<file path="src/rtl/approx_mac_pe.sv">
// approx_mac_pe
// Pipelined approximate multiply-accumulate processing element.
// Each accepted beat produces an N x N unsigned product, either exact or with
// the K lowest product columns replaced by a per-column OR. Products are summed
// into an accumulator until a beat flagged 'last' closes the group. The group
// result is then presented on a registered output with valid/ready handshake.
//
// Ports
//   clk        : clock, all state updates on the rising edge
//   rst_n      : synchronous active-low reset
//   in_valid   : operand beat valid
//   in_ready   : beat can be accepted this cycle
//   in_a/in_b  : unsigned N-bit operands
//   in_approx  : 1 = approximate product for this beat
//   in_last    : final beat of the accumulation group
//   out_valid  : group result available
//   out_ready  : consumer accepts the result
//   out_acc    : group sum modulo 2^ACC_W
//   out_ovf    : a carry out of ACC_W occurred within the group
//   out_beats  : beats in the group, saturating at 255
module approx_mac_pe #(
    parameter int N     = 4,
    parameter int K     = 4,
    parameter int ACC_W = 2 * N + 4
) (
    input  logic             clk,
    input  logic             rst_n,
    input  logic             in_valid,
    output logic             in_ready,
    input  logic [N-1:0]     in_a,
    input  logic [N-1:0]     in_b,
    input  logic             in_approx,
    input  logic             in_last,
    output logic             out_valid,
    input  logic             out_ready,
    output logic [ACC_W-1:0] out_acc,
    output logic             out_ovf,
    output logic [7:0]       out_beats
);

    localparam int PW = 2 * N;

    // Product of a and b. In approximate mode every partial product landing in
    // a column below K is ORed into that column's bit; all other partial
    // products are added. Terms from columns >= K are multiples of 2^K, so
    // their sum never touches the low region and the two halves can be ORed.
    function automatic logic [PW-1:0] mult_prod(
        input logic [N-1:0] a,
        input logic [N-1:0] b,
        input logic         approx
    );
        logic [PW-1:0] high_sum;
        logic [PW-1:0] low_bits;
        logic [PW-1:0] term;
        high_sum = '0;
        low_bits = '0;
        for (int i = 0; i < N; i++) begin
            for (int j = 0; j < N; j++) begin
                term        = '0;
                term[i + j] = a[i] & b[j];
                if ((approx == 1'b1) && ((i + j) < K)) begin
                    low_bits = low_bits | term;
                end else begin
                    high_sum = high_sum + term;
                end
            end
        end
        return high_sum | low_bits;
    endfunction

    // Stage-1 registers
    logic              s1_valid_r;
    logic              s1_last_r;
    logic [PW-1:0]     s1_prod_r;

    // Accumulator state for the open group
    logic [ACC_W-1:0]  acc_r;
    logic              ovf_r;
    logic [7:0]        cnt_r;

    // Output registers
    logic              out_valid_r;
    logic [ACC_W-1:0]  out_acc_r;
    logic              out_ovf_r;
    logic [7:0]        out_beats_r;

    // Combinational helpers
    logic              stall_s;
    logic              accept_s;
    logic              fire_s;
    logic [PW-1:0]     prod_s;
    logic [ACC_W:0]    sum_s;
    logic              grp_ovf_s;
    logic [7:0]        cnt_inc_s;

    // Handshake control, product and accumulate datapath.
    // A closing beat can only retire when the output slot is free or being
    // drained this cycle; every other beat always retires.
    always_comb begin
        stall_s   = 1'b0;
        accept_s  = 1'b0;
        fire_s    = 1'b0;
        prod_s    = '0;
        sum_s     = '0;
        grp_ovf_s = 1'b0;
        cnt_inc_s = 8'd0;

        stall_s   = s1_valid_r & s1_last_r & out_valid_r & ~out_ready;
        accept_s  = in_valid & ~stall_s;
        fire_s    = s1_valid_r & ~stall_s;
        prod_s    = mult_prod(in_a, in_b, in_approx);
        sum_s     = {1'b0, acc_r} + (ACC_W + 1)'(s1_prod_r);
        grp_ovf_s = ovf_r | sum_s[ACC_W];
        if (cnt_r == 8'd255) begin
            cnt_inc_s = 8'd255;
        end else begin
            cnt_inc_s = cnt_r + 8'd1;
        end
    end

    // Stage 1: capture the product of an accepted beat; holds while stalled.
    always_ff @(posedge clk) begin
        if (!rst_n) begin
            s1_valid_r <= 1'b0;
            s1_last_r  <= 1'b0;
            s1_prod_r  <= '0;
        end else if (!stall_s) begin
            s1_valid_r <= accept_s;
            if (accept_s) begin
                s1_last_r <= in_last;
                s1_prod_r <= prod_s;
            end else begin
                s1_last_r <= s1_last_r;
                s1_prod_r <= s1_prod_r;
            end
        end else begin
            s1_valid_r <= s1_valid_r;
            s1_last_r  <= s1_last_r;
            s1_prod_r  <= s1_prod_r;
        end
    end

    // Stage 2: accumulate the open group; clears once the group closes.
    always_ff @(posedge clk) begin
        if (!rst_n) begin
            acc_r <= '0;
            ovf_r <= 1'b0;
            cnt_r <= 8'd0;
        end else if (fire_s) begin
            if (s1_last_r) begin
                acc_r <= '0;
                ovf_r <= 1'b0;
                cnt_r <= 8'd0;
            end else begin
                acc_r <= sum_s[ACC_W-1:0];
                ovf_r <= grp_ovf_s;
                cnt_r <= cnt_inc_s;
            end
        end else begin
            acc_r <= acc_r;
            ovf_r <= ovf_r;
            cnt_r <= cnt_r;
        end
    end

    // Output slot: a reload wins over a drain in the same cycle.
    always_ff @(posedge clk) begin
        if (!rst_n) begin
            out_valid_r <= 1'b0;
            out_acc_r   <= '0;
            out_ovf_r   <= 1'b0;
            out_beats_r <= 8'd0;
        end else if (fire_s && s1_last_r) begin
            out_valid_r <= 1'b1;
            out_acc_r   <= sum_s[ACC_W-1:0];
            out_ovf_r   <= grp_ovf_s;
            out_beats_r <= cnt_inc_s;
        end else if (out_valid_r && out_ready) begin
            out_valid_r <= 1'b0;
            out_acc_r   <= out_acc_r;
            out_ovf_r   <= out_ovf_r;
            out_beats_r <= out_beats_r;
        end else begin
            out_valid_r <= out_valid_r;
            out_acc_r   <= out_acc_r;
            out_ovf_r   <= out_ovf_r;
            out_beats_r <= out_beats_r;
        end
    end

    assign in_ready  = ~stall_s;
    assign out_valid = out_valid_r;
    assign out_acc   = out_acc_r;
    assign out_ovf   = out_ovf_r;
    assign out_beats = out_beats_r;

endmodule

</file>
<file path="config.mk">
export PLATFORM = sky130hd
export DESIGN_NAME = approx_mac_pe
export DESIGN_NICKNAME = d
export VERILOG_FILES = /design/src/rtl/approx_mac_pe.sv
export SDC_FILE = /design/constraint.sdc
export NUM_CORES = 1
export LEC_CHECK = 0
export CORE_UTILIZATION = 55
export CTS_BUF_LIST = sky130_fd_sc_hd__clkbuf_4 sky130_fd_sc_hd__clkbuf_8
export CTS_CLUSTER_DIAMETER = 150
export DETAILED_ROUTE_END_ITERATION = 10
export PLACE_DENSITY = 0.85
export SYNTH_ARGS = -nofsm -noshare
export SYNTH_HDL_FRONTEND = slang
export SYNTH_SLANG_ARGS = --single-unit
</file>
<file path="constraint.sdc">
create_clock -name clk -period 10.1 [get_ports clk]
set_input_delay 1.515 -clock clk [delete_from_list [all_inputs] [get_ports clk]]
set_output_delay 1.515 -clock clk [all_outputs]
set_load 0.1 [all_outputs]
</file>
==> results of run 1 <==
-- power by group through the flow --
stage               clock [W]  sequential (W)  combinational, W
floorplan                   0        0.000237         0.0000430
global placement            0        0.000225         0.0000729
detailed placement          0        0.000225         0.0000751
CTS                  0.000124        0.000220         0.0000754
global route         0.000132        0.000221         0.0000825
finish               0.000124        0.000220         0.0000753
-- state kept, by name (all words and copies together) (netlist names) --
signal / flops
s1_last_r: 1
s1_valid_r: 1
s1_prod_r: 8
out_ovf: 1
cnt_r: 8
acc_r: 12
out_acc: 12
out_beats: 8
ovf_r: 1
out_valid: 1
-- worst max-delay path by stage --
stage               startpoint                        end  slack, ps  cells past startpoint
CTS                  in_approx  s1_prod_r[7]$_SDFFE_PN0P_       1940                     26
finish               in_approx  s1_prod_r[7]$_SDFFE_PN0P_       1990                     26
detailed placement   in_approx  s1_prod_r[7]$_SDFFE_PN0P_       1640                     26
global route         in_approx  s1_prod_r[7]$_SDFFE_PN0P_       1500                     26
global placement     in_approx  s1_prod_r[7]$_SDFFE_PN0P_       1900                     26
floorplan            in_approx  s1_prod_r[7]$_SDFFE_PN0P_       2940                     27
-- layer usage --
layer	wire (um)	vias up	track usage [%]	share of wire, %
met3	264	11	4.32	3.7
li1	-	1504	-	-
met1	3220	1414	29.0	45
met4	86	0	5.36	1.2
met2	3650	71	42.4	50
met5	0	-	0	0
-- logic make-up (layout without fill, tap and decap cells) --
| kind of cell | Yosys count | count (layout) | share of synthesized area [%] |
|---|---|---|---|
| buffers and inverters | 32 | 57 | 4.32 |
| AND/OR/NAND/NOR | 162 | 162 | 25.0 |
| AO/OA/AOI/OAI | 99 | 99 | 18.2 |
| XOR/XNOR | 23 | 23 | 6.39 |
| adder cells (fa/ha/maj) | 32 | 32 | 12.5 |
| flip-flops | 53 | 53 | 31.3 |
| multiplexers | 7 | 7 | 2.29 |
-- cell usage after synthesis (all sizes together), types with 6 or more instances --
library cell	number	area share [%]
clkbuf	15	1.7
and2	12	2.2
nand3	15	2.2
inv	11	1.2
nor2	39	4.3
xor2	7	1.8
nor2b	11	2.0
dfxtp	53	31
nor3	6	0.89
and3	6	1.1
a22oi	6	1.3
xnor2	15	3.9
nand2	41	4.5
a211oi	6	1.3
o21ai	14	2.1
a31oi	14	2.6
ha	29	11
a21oi	37	5.5
-- area by class of cell --
type                            instances  area (sq um)
Timing Repair Buffer                   37           368
Tap cell                               75          93.8
Clock buffer                            6          76.3
Fill cell                             494          2080
Sequential cell                        53          1060
Multi-Input combinational cell        323          2180
Inverter                               12          45.0
Clock inverter                          2          13.8
-- metrics by stage --
step	cells	cell area (sq um)	hold WS, ps	setup slack, ps
3_3_place_gp	500	3750	446	1900
4_1_cts	508	3840	466	1940
6_report	508	3840	461	1990
3_5_place_dp	500	3750	453	1640
5_1_grt	508	3840	489	1500
2_1_floorplan	408	3390	436	2940
-- worst reg2reg max path: cells and delay by family (launching register included) --
| family | cells | cell delay, ps |
|---|---|---|
| AOI/OAI and AO/OA | 8 | 1810 |
| adders and majority gates | 2 | 650 |
| DFF | 1 | 340 |
==> impl_metrics.toml, run 1 <==
[status]
status = "finished, final reports clean"

[global_routing]
gr-total-overflow = 0
grt_max_degree = 32
grt_use_total_pct = 23.6
grt_pass1_vias = 2697
antenna_found_initial = 0
grt_pass1_wl_mm = 12.1

[floorplanning]
die-width_um = 80.5
dieHeight_um = 80.5
design.core.area_sq_mm = 0.00592
io_pins = 37
rows = 28
start_util_pct = 57.2
dieArea_sq_mm = 0.00648

[clock_network]
clock-root-buffer = "clkbuf_8"
clock_sinks = 53
cts_setup_buffers = 0
ctsHoldBuffers = 0
clockBufferDepth = 2
numCtsBuffers = 5
cts_resized = 0
cts_tree = "done"
insertion_delay_ps = 310
clk_pin_slew_ps = 100
h-tree-depth = 2

[worst_setup_path]
cp_slowest_cell = "clkdlybuf4s50_1"
crit_path_start_kind = "input pin"
critPathTopFamily = "adder cells"
critical_path_class = "input pin to register"
r2r-start = "s1_prod_r[0]$_SDFFE_PN0P_"
reg2regPathDepth = 10
worstReg2RegEnd = "out_acc[10]$_SDFFE_PN0P_"
worstPathArrival_ps = 8350
critPathMaxFanout = 30
crit_buf_inv = 2
worstSetupEndpointType = "register"
critPathRequiredTime_ps = 10350
cpMostUsedCell = "ha_1"
regToRegSetupSlack_ps = 7220
max_stage_delay_ps = 1140

[detailed_routing]
drt_wl_total_mm = 7.22
ant_nets = 0
post_drt_wl_per_cell_um = 14.2
drc_errors = 0
vias = 3000
via_per_inst = 5.91
dr.pass1.iters = 4
drt-initial-drc-count = 124

[pwr]
comb_power_share_pct = 17.9
clkPwrFrac_pct = 29.5
p_int_w = 0.000295
power_density_mw_per_mm2 = 109
p_seq_share_pct = 52.5
p_leak_nw = 1.53
switchingPower_w = 0.000125
total_power_w = 0.000420
sw_frac_of_total_pct = 29.8
vdd_drop_max_v = 0.000104

[cells_and_area]
drive_gt1_share_pct = 4.39
final_common_cell = "dfxtp_1"
area_delta_synth_final_pct = 13.4
layout_common_cells = "dfxtp_1, nand2_1, nor2_1"
finalNetCount = 478
utilization_pct = 64.9
antenna_cells = 0

[worst_hold_path]
holdPathEnd = "out_acc[0]$_SDFFE_PN0P_"
hp-start = "out_acc[0]$_SDFFE_PN0P_"
hold-path-cell-count = 2
hold_path_class = "register to register"

[sta]
setup_violations = 0
tightest_slew_ps = 1170
slew_violations = 0
setup_tns_ps = 0
finalHoldViolCount = 0
fin_crit_ps = 8110
clock_skew_ps = 14.2
relSlewSlack_pct = 22.2
period_share_pct = 80.3
fmax_mhz = 123
rsz0062_at_grt = "no"

[logic_synthesis]
avgSynthCellArea_sq_um = 8.30
synth-edff-count = 0
synthesis.area_sq_mm = 0.00339
async_flop_share_pct = 0
synth_cell_types = 56
ys_seq_elements = 53
yosys_warnings = 0
synth_flop_cell = "dfxtp_1"
syn_nets = 454
syn-instance-count = 408
yosysSeqAreaShare_pct = 31.3

[job]
max-cap-violations = 0

[placement]
routabilityCongestion = 0.916
port-buffer-count = 36
place_hpwl_mm = 5.30
Power figures use the tool's default switching activity.
==> inputs of run 2 (changes only) <==
==> constraint.sdc (replaced) <==
create_clock -name clk -period 8.1 [get_ports clk]
set_input_delay 1.215 -clock clk [delete_from_list [all_inputs] [get_ports clk]]
set_output_delay 1.215 -clock clk [all_outputs]
set_load 0.1 [all_outputs]
==> impl_metrics.toml, run 2 (synthesis results as in run 1) <==
[status]
status = "finished, final reports clean"

[detailed_routing]
vias = 3003
drc_errors = 0
ant_nets = 0
drt_wl_total_mm = 7.43
via_per_inst = 5.90
drt-initial-drc-count = 168
post_drt_wl_per_cell_um = 14.6
dr.pass1.iters = 4

[global_routing]
grt_busiest_layer = "met2"
antenna_found_initial = 0
grt_max_degree = 40
grt_pass1_wl_mm = 12.6
grt_util_met2_pct = 45.0
grt_pass1_vias = 2826
use_met1_pct = 28.6
use_met3_pct = 4.55
gr-total-overflow = 0
grt_use_total_pct = 24.8

[clock_network]
clock_sinks = 53
cts_setup_buffers = 0
ctsHoldBuffers = 0
cts_tree = "done"
numCtsBuffers = 5
h-tree-depth = 2
insertion_delay_ps = 310
cts_resized = 0
clock-root-buffer = "clkbuf_8"
clk_pin_slew_ps = 100
clockBufferDepth = 2

[placement]
place_hpwl_mm = 5.48
port-buffer-count = 36
routabilityCongestion = 0.891
place_inst = 501

[sta]
period_share_pct = 87.8
clock_skew_ps = 6.29
relSlewSlack_pct = 23.9
fmax_mhz = 141
finalHoldViolCount = 0
setup_tns_ps = 0
setup_violations = 0
fin_crit_ps = 7110
tightest_slew_ps = 1140
slew_violations = 0
rsz0062_at_grt = "no"

[floorplanning]
dieArea_sq_mm = 0.00648
dieHeight_um = 80.5
start_util_pct = 57.2
design.core.area_sq_mm = 0.00592
die-width_um = 80.5
rows = 28
io_pins = 37

[worst_setup_path]
critPathMaxFanout = 8
critical_path_class = "input pin to register"
worstPathArrival_ps = 7360
critPathRequiredTime_ps = 8350
worstSetupEndpointType = "register"
crit_path_start_kind = "input pin"

[cells_and_area]
layout_common_cells = "dfxtp_1, nand2_1, nor2_1"
finalNetCount = 479
area_delta_synth_final_pct = 13.7
antenna_cells = 0
fin_cells = 509
drive_gt1_share_pct = 4.61
final_common_cell = "dfxtp_1"
fill_cells = 517

[pwr]
comb_power_share_pct = 18.1
power_density_mw_per_mm2 = 137
vdd_drop_max_v = 0.0000953
p_seq_share_pct = 52.2
p_int_w = 0.000366
switchingPower_w = 0.000161
sw_frac_of_total_pct = 30.6
clkPwrFrac_pct = 29.8
p_leak_nw = 1.53

[job]
max-cap-violations = 0

[worst_hold_path]
hold_path_class = "register to register"
==> run 2: cell count changes in the layout (fill, tap and decap cells not counted), sizes merged <==
cell | before | now
clkinvlp | 0 | 2
buf | 1 | 2
clkbuf | 6 | 5
clkinv | 2 | 1
==> run 2: power groups by stage <==
| stage | Sequential (W) | Combinational, W | Clock [W] |
|---|---|---|---|
| detailed placement | 0.000281 | 0.0000949 | 0 |
| global route | 0.000276 | 0.000105 | 0.000170 |
| floorplan | 0.000296 | 0.0000536 | 0 |
| CTS | 0.000275 | 0.0000954 | 0.000161 |
| finish | 0.000275 | 0.0000952 | 0.000157 |
| global placement | 0.000280 | 0.0000913 | 0 |
==> run 2: per-layer routing <==
layer / up-vias / share of wire [%] / routed length (um)
met2: 59 / 51 / 3820
li1: 1516 / - / -
met3: 16 / 2.9 / 215
met5: - / 0 / 0
met1: 1412 / 43 / 3220
met4: 0 / 2.3 / 171
==> run 2: area by class of cell <==
| class | instances | area (sq um) | area share (%) |
|---|---|---|---|
| flip-flops and latches | 53 | 1060 | 27.5 |
| well taps | 75 | 93.8 | 2.44 |
| repair buffers | 38 | 375 | 9.74 |
| clock buffers | 5 | 68.8 | 1.79 |
| inverters | 12 | 45.0 | 1.17 |
| multi-input cells | 323 | 2180 | 56.7 |
| clock inverters | 3 | 26.3 | 0.682 |
==> run 2: worst paths after layout <==
check                           depth (start not counted)                   endpoint  slack (ps)                      start
worst max-delay path                                   26  s1_prod_r[7]$_SDFFE_PN0P_         990                    in_a[0]
worst max register to register                         10   out_acc[10]$_SDFFE_PN0P_        5170  s1_prod_r[0]$_SDFFE_PN0P_
worst min-delay path                                    2  s1_prod_r[2]$_SDFFE_PN0P_         470  s1_prod_r[2]$_SDFFE_PN0P_
worst min register to register                          2  s1_prod_r[2]$_SDFFE_PN0P_         470  s1_prod_r[2]$_SDFFE_PN0P_
==> run 2: stage by stage <==
stage	hold WS (ps)	cell area (sq um)	setup slack, ps	power (W)	util [%]
global placement	446	3760	885	0.000372	63.5
floorplan	436	3390	1240	0.000350	-
finish	468	3850	990	0.000527	65.1
detailed placement	453	3760	654	0.000376	63.5
CTS	470	3850	976	0.000531	65.1
global route	490	3850	667	0.000552	65.1
==> run 2: worst max-delay path: stages <==
cell and delay, ps:
clkdlybuf4s50_1 570, and3b_2 300, ha_1 220, ha_1 270, nor2b_1 150, ha_1 200
ha_1 260, nor2b_1 130, ha_1 210, ha_1 270, nor2b_1 130, ha_1 370
xnor2_1 170, ha_1 240, xor2_1 160, nor2_1 110, xor2_1 200, inv_1 90
fa_1 440, xnor3_2 400, xnor2_1 150, ha_1 340, a21oi_1 200, xnor2_1 110
or3_1 310, a31oi_1 150
==> RTL edit (flow settings as in run 1) <==
Make the reset (`rst_n`) asynchronous in 3 clocked blocks. Comments in the files are not updated.
--- a/src/rtl/approx_mac_pe.sv
+++ b/src/rtl/approx_mac_pe.sv
@@ -119,7 +119,7 @@
     end
 
     // Stage 1: capture the product of an accepted beat; holds while stalled.
-    always_ff @(posedge clk) begin
+    always_ff @(posedge clk or negedge rst_n) begin
         if (!rst_n) begin
             s1_valid_r <= 1'b0;
             s1_last_r  <= 1'b0;
@@ -141,7 +141,7 @@
     end
 
     // Stage 2: accumulate the open group; clears once the group closes.
-    always_ff @(posedge clk) begin
+    always_ff @(posedge clk or negedge rst_n) begin
         if (!rst_n) begin
             acc_r <= '0;
             ovf_r <= 1'b0;
@@ -164,7 +164,7 @@
     end
 
     // Output slot: a reload wins over a drain in the same cycle.
-    always_ff @(posedge clk) begin
+    always_ff @(posedge clk or negedge rst_n) begin
         if (!rst_n) begin
             out_valid_r <= 1'b0;
             out_acc_r   <= '0;
Function: differs if rst_n is asserted again (counterexample within 4 cycles, from zero or initial values and one cycle with rst_n low); with rst_n held inactive, the same outputs for 4 cycles.
==> RTL edit against run 1 <==
Register-to-register slack better by 0.28 ns. First-iteration DRC count is 15% higher. Largest cell class unchanged. Area after synthesis is 2.7% higher. Routed wire length is 2.4% lower. Final cell count is 4.3% lower. Highest routed layer unchanged. Sequential cell count stayed put. Design area is 3.5% higher. Worst setup slack better by 0.53 ns. Hold slack better by 0.024 ns. Critical path depth is 1 higher.
Power is not compared: it rests on default switching activity, and its combinational part moved more than twofold at a synthesized area within 25%.
==> RTL edit: results (changes against run 1) <==
Detailed routing
  • Initial DRC Count: 142 (+15%)
  • Wire length on met3: 258 um (-2.3%)
  • DR vias: 2,800 (-6.7%)
  • Met1 Wirelength: 3140 um (-2.6%)
  • Drt total wl: 7050 um (-2.4%)
  • Routed met2 length: 3550 um (-2.7%)
  • Wirelength per Cell: 14.5 um (+2.0%)

Setup path
  • Reg2reg start: s1_prod_r[0]$_DFFE_PN0P_
  • FF-to-FF End: out_acc[10]$_DFFE_PN0P_
  • Slowest cell on the critical path: or4_1
  • CP Capture Point: s1_prod_r[7]$_DFFE_PN0P_
  • Max incr delay on CP: 0.50 ns (-0.64 ns)
  • Flop-to-flop setup slack: 7.50 ns (+0.28 ns)

Finish
  • Layout cells sized above 1: 0.0584 (+0.0145)
  • Count of non-CTS buffers in the layout: 38 (+2.7%)
  • NonClk Buf Share: 0.0932 (-0.00260)
  • # fillers: 483 (-2.2%)
  • Multi-input combinational gate total: 303 (-6.2%)
  • Clock network share of area: 0.0227 (-0.000790)
  • Inverters, non-clock: 9 (-3)
  • Final Util: 0.660 (+0.0109)

GRT
  • Vias in the first global route: 2,676 (-0.78%)
  • Largest net degree at the start of global routing: 54 (+69%)
  • Global-route wire length before repair: 12,300 um (+1.9%)
  • Met1 track demand over resource: 0.299 (+0.00929)
  • Met2 Track Usage GR: 0.428 (+0.00377)

Worst hold path
  • Hold Path Sink: acc_r[0]$_DFFE_PN0P_
  • Worst Hold Launch: acc_r[0]$_DFFE_PN0P_

Synthesis
  • Prevailing post-synth register cell: dfrtp_1
  • Cells after synthesis: 381 (-6.6%)
  • Most frequent cells after synthesis: nand2_1, dfrtp_1, o21ai_0
  • Syn_nets: 427 (-5.9%)
  • Post-synthesis compound-gate area fraction: 0.152 (-0.0300)
  • Post-Synth Adder-Cell Area: 0.121 (-0.00332)
  • Top cells by area, synth: dfrtp_1, ha_1, nand2_1
  • Number of distinct library cells after synthesis: 45 (-20%)
  • Multiplexer share of the synthesized area: 0.0341 (+0.0113)

Place
  • Hpwl dp: 5310 um (+0.30%)
  • Placed inst area: 3880 um2 (+3.6%)

Timing
  • Final Cycle Share: 0.750 (-0.0523)
  • Clk_skew: 0.00785 ns (-0.00637 ns)
  • Fin Hold WS: 0.486 ns (+0.0245 ns)

Die
  • Core area: 6030 um2 (+1.8%)

Outcome
  • Status: finished clean
RTL edit: cell types whose count changed after synthesis, moves of 4 or more:
cell	run 1	this run
dfrtp_1	0	53
dfxtp_1	53	0
nand2_1	41	60
a21oi_1	37	19
nor2_1	39	23
o21ai_0	14	30
a22oi_1	6	0
a31oi_1	14	8
a211oi_1	6	1
a21o_1	3	8
a22o_1	0	4
nand3_1	15	11
or3_1	5	1
RTL edit: report_power, final:
group,internal (mW),switching [mW],total [mW]
Clock,0.0523,0.0720,0.124
Combinational,0.132,0.327,0.458
Sequential,0.264,0.0378,0.302
RTL edit: logic make-up (layout without fill, tap and decap cells):
group / after synthesis / after routing
compound gates: 86 / 86
simple gates: 150 / 150
xor+xnor: 25 / 25
mux: 10 / 10
buf+inv: 25 / 55
fa+ha+maj: 32 / 32
flops: 53 / 53
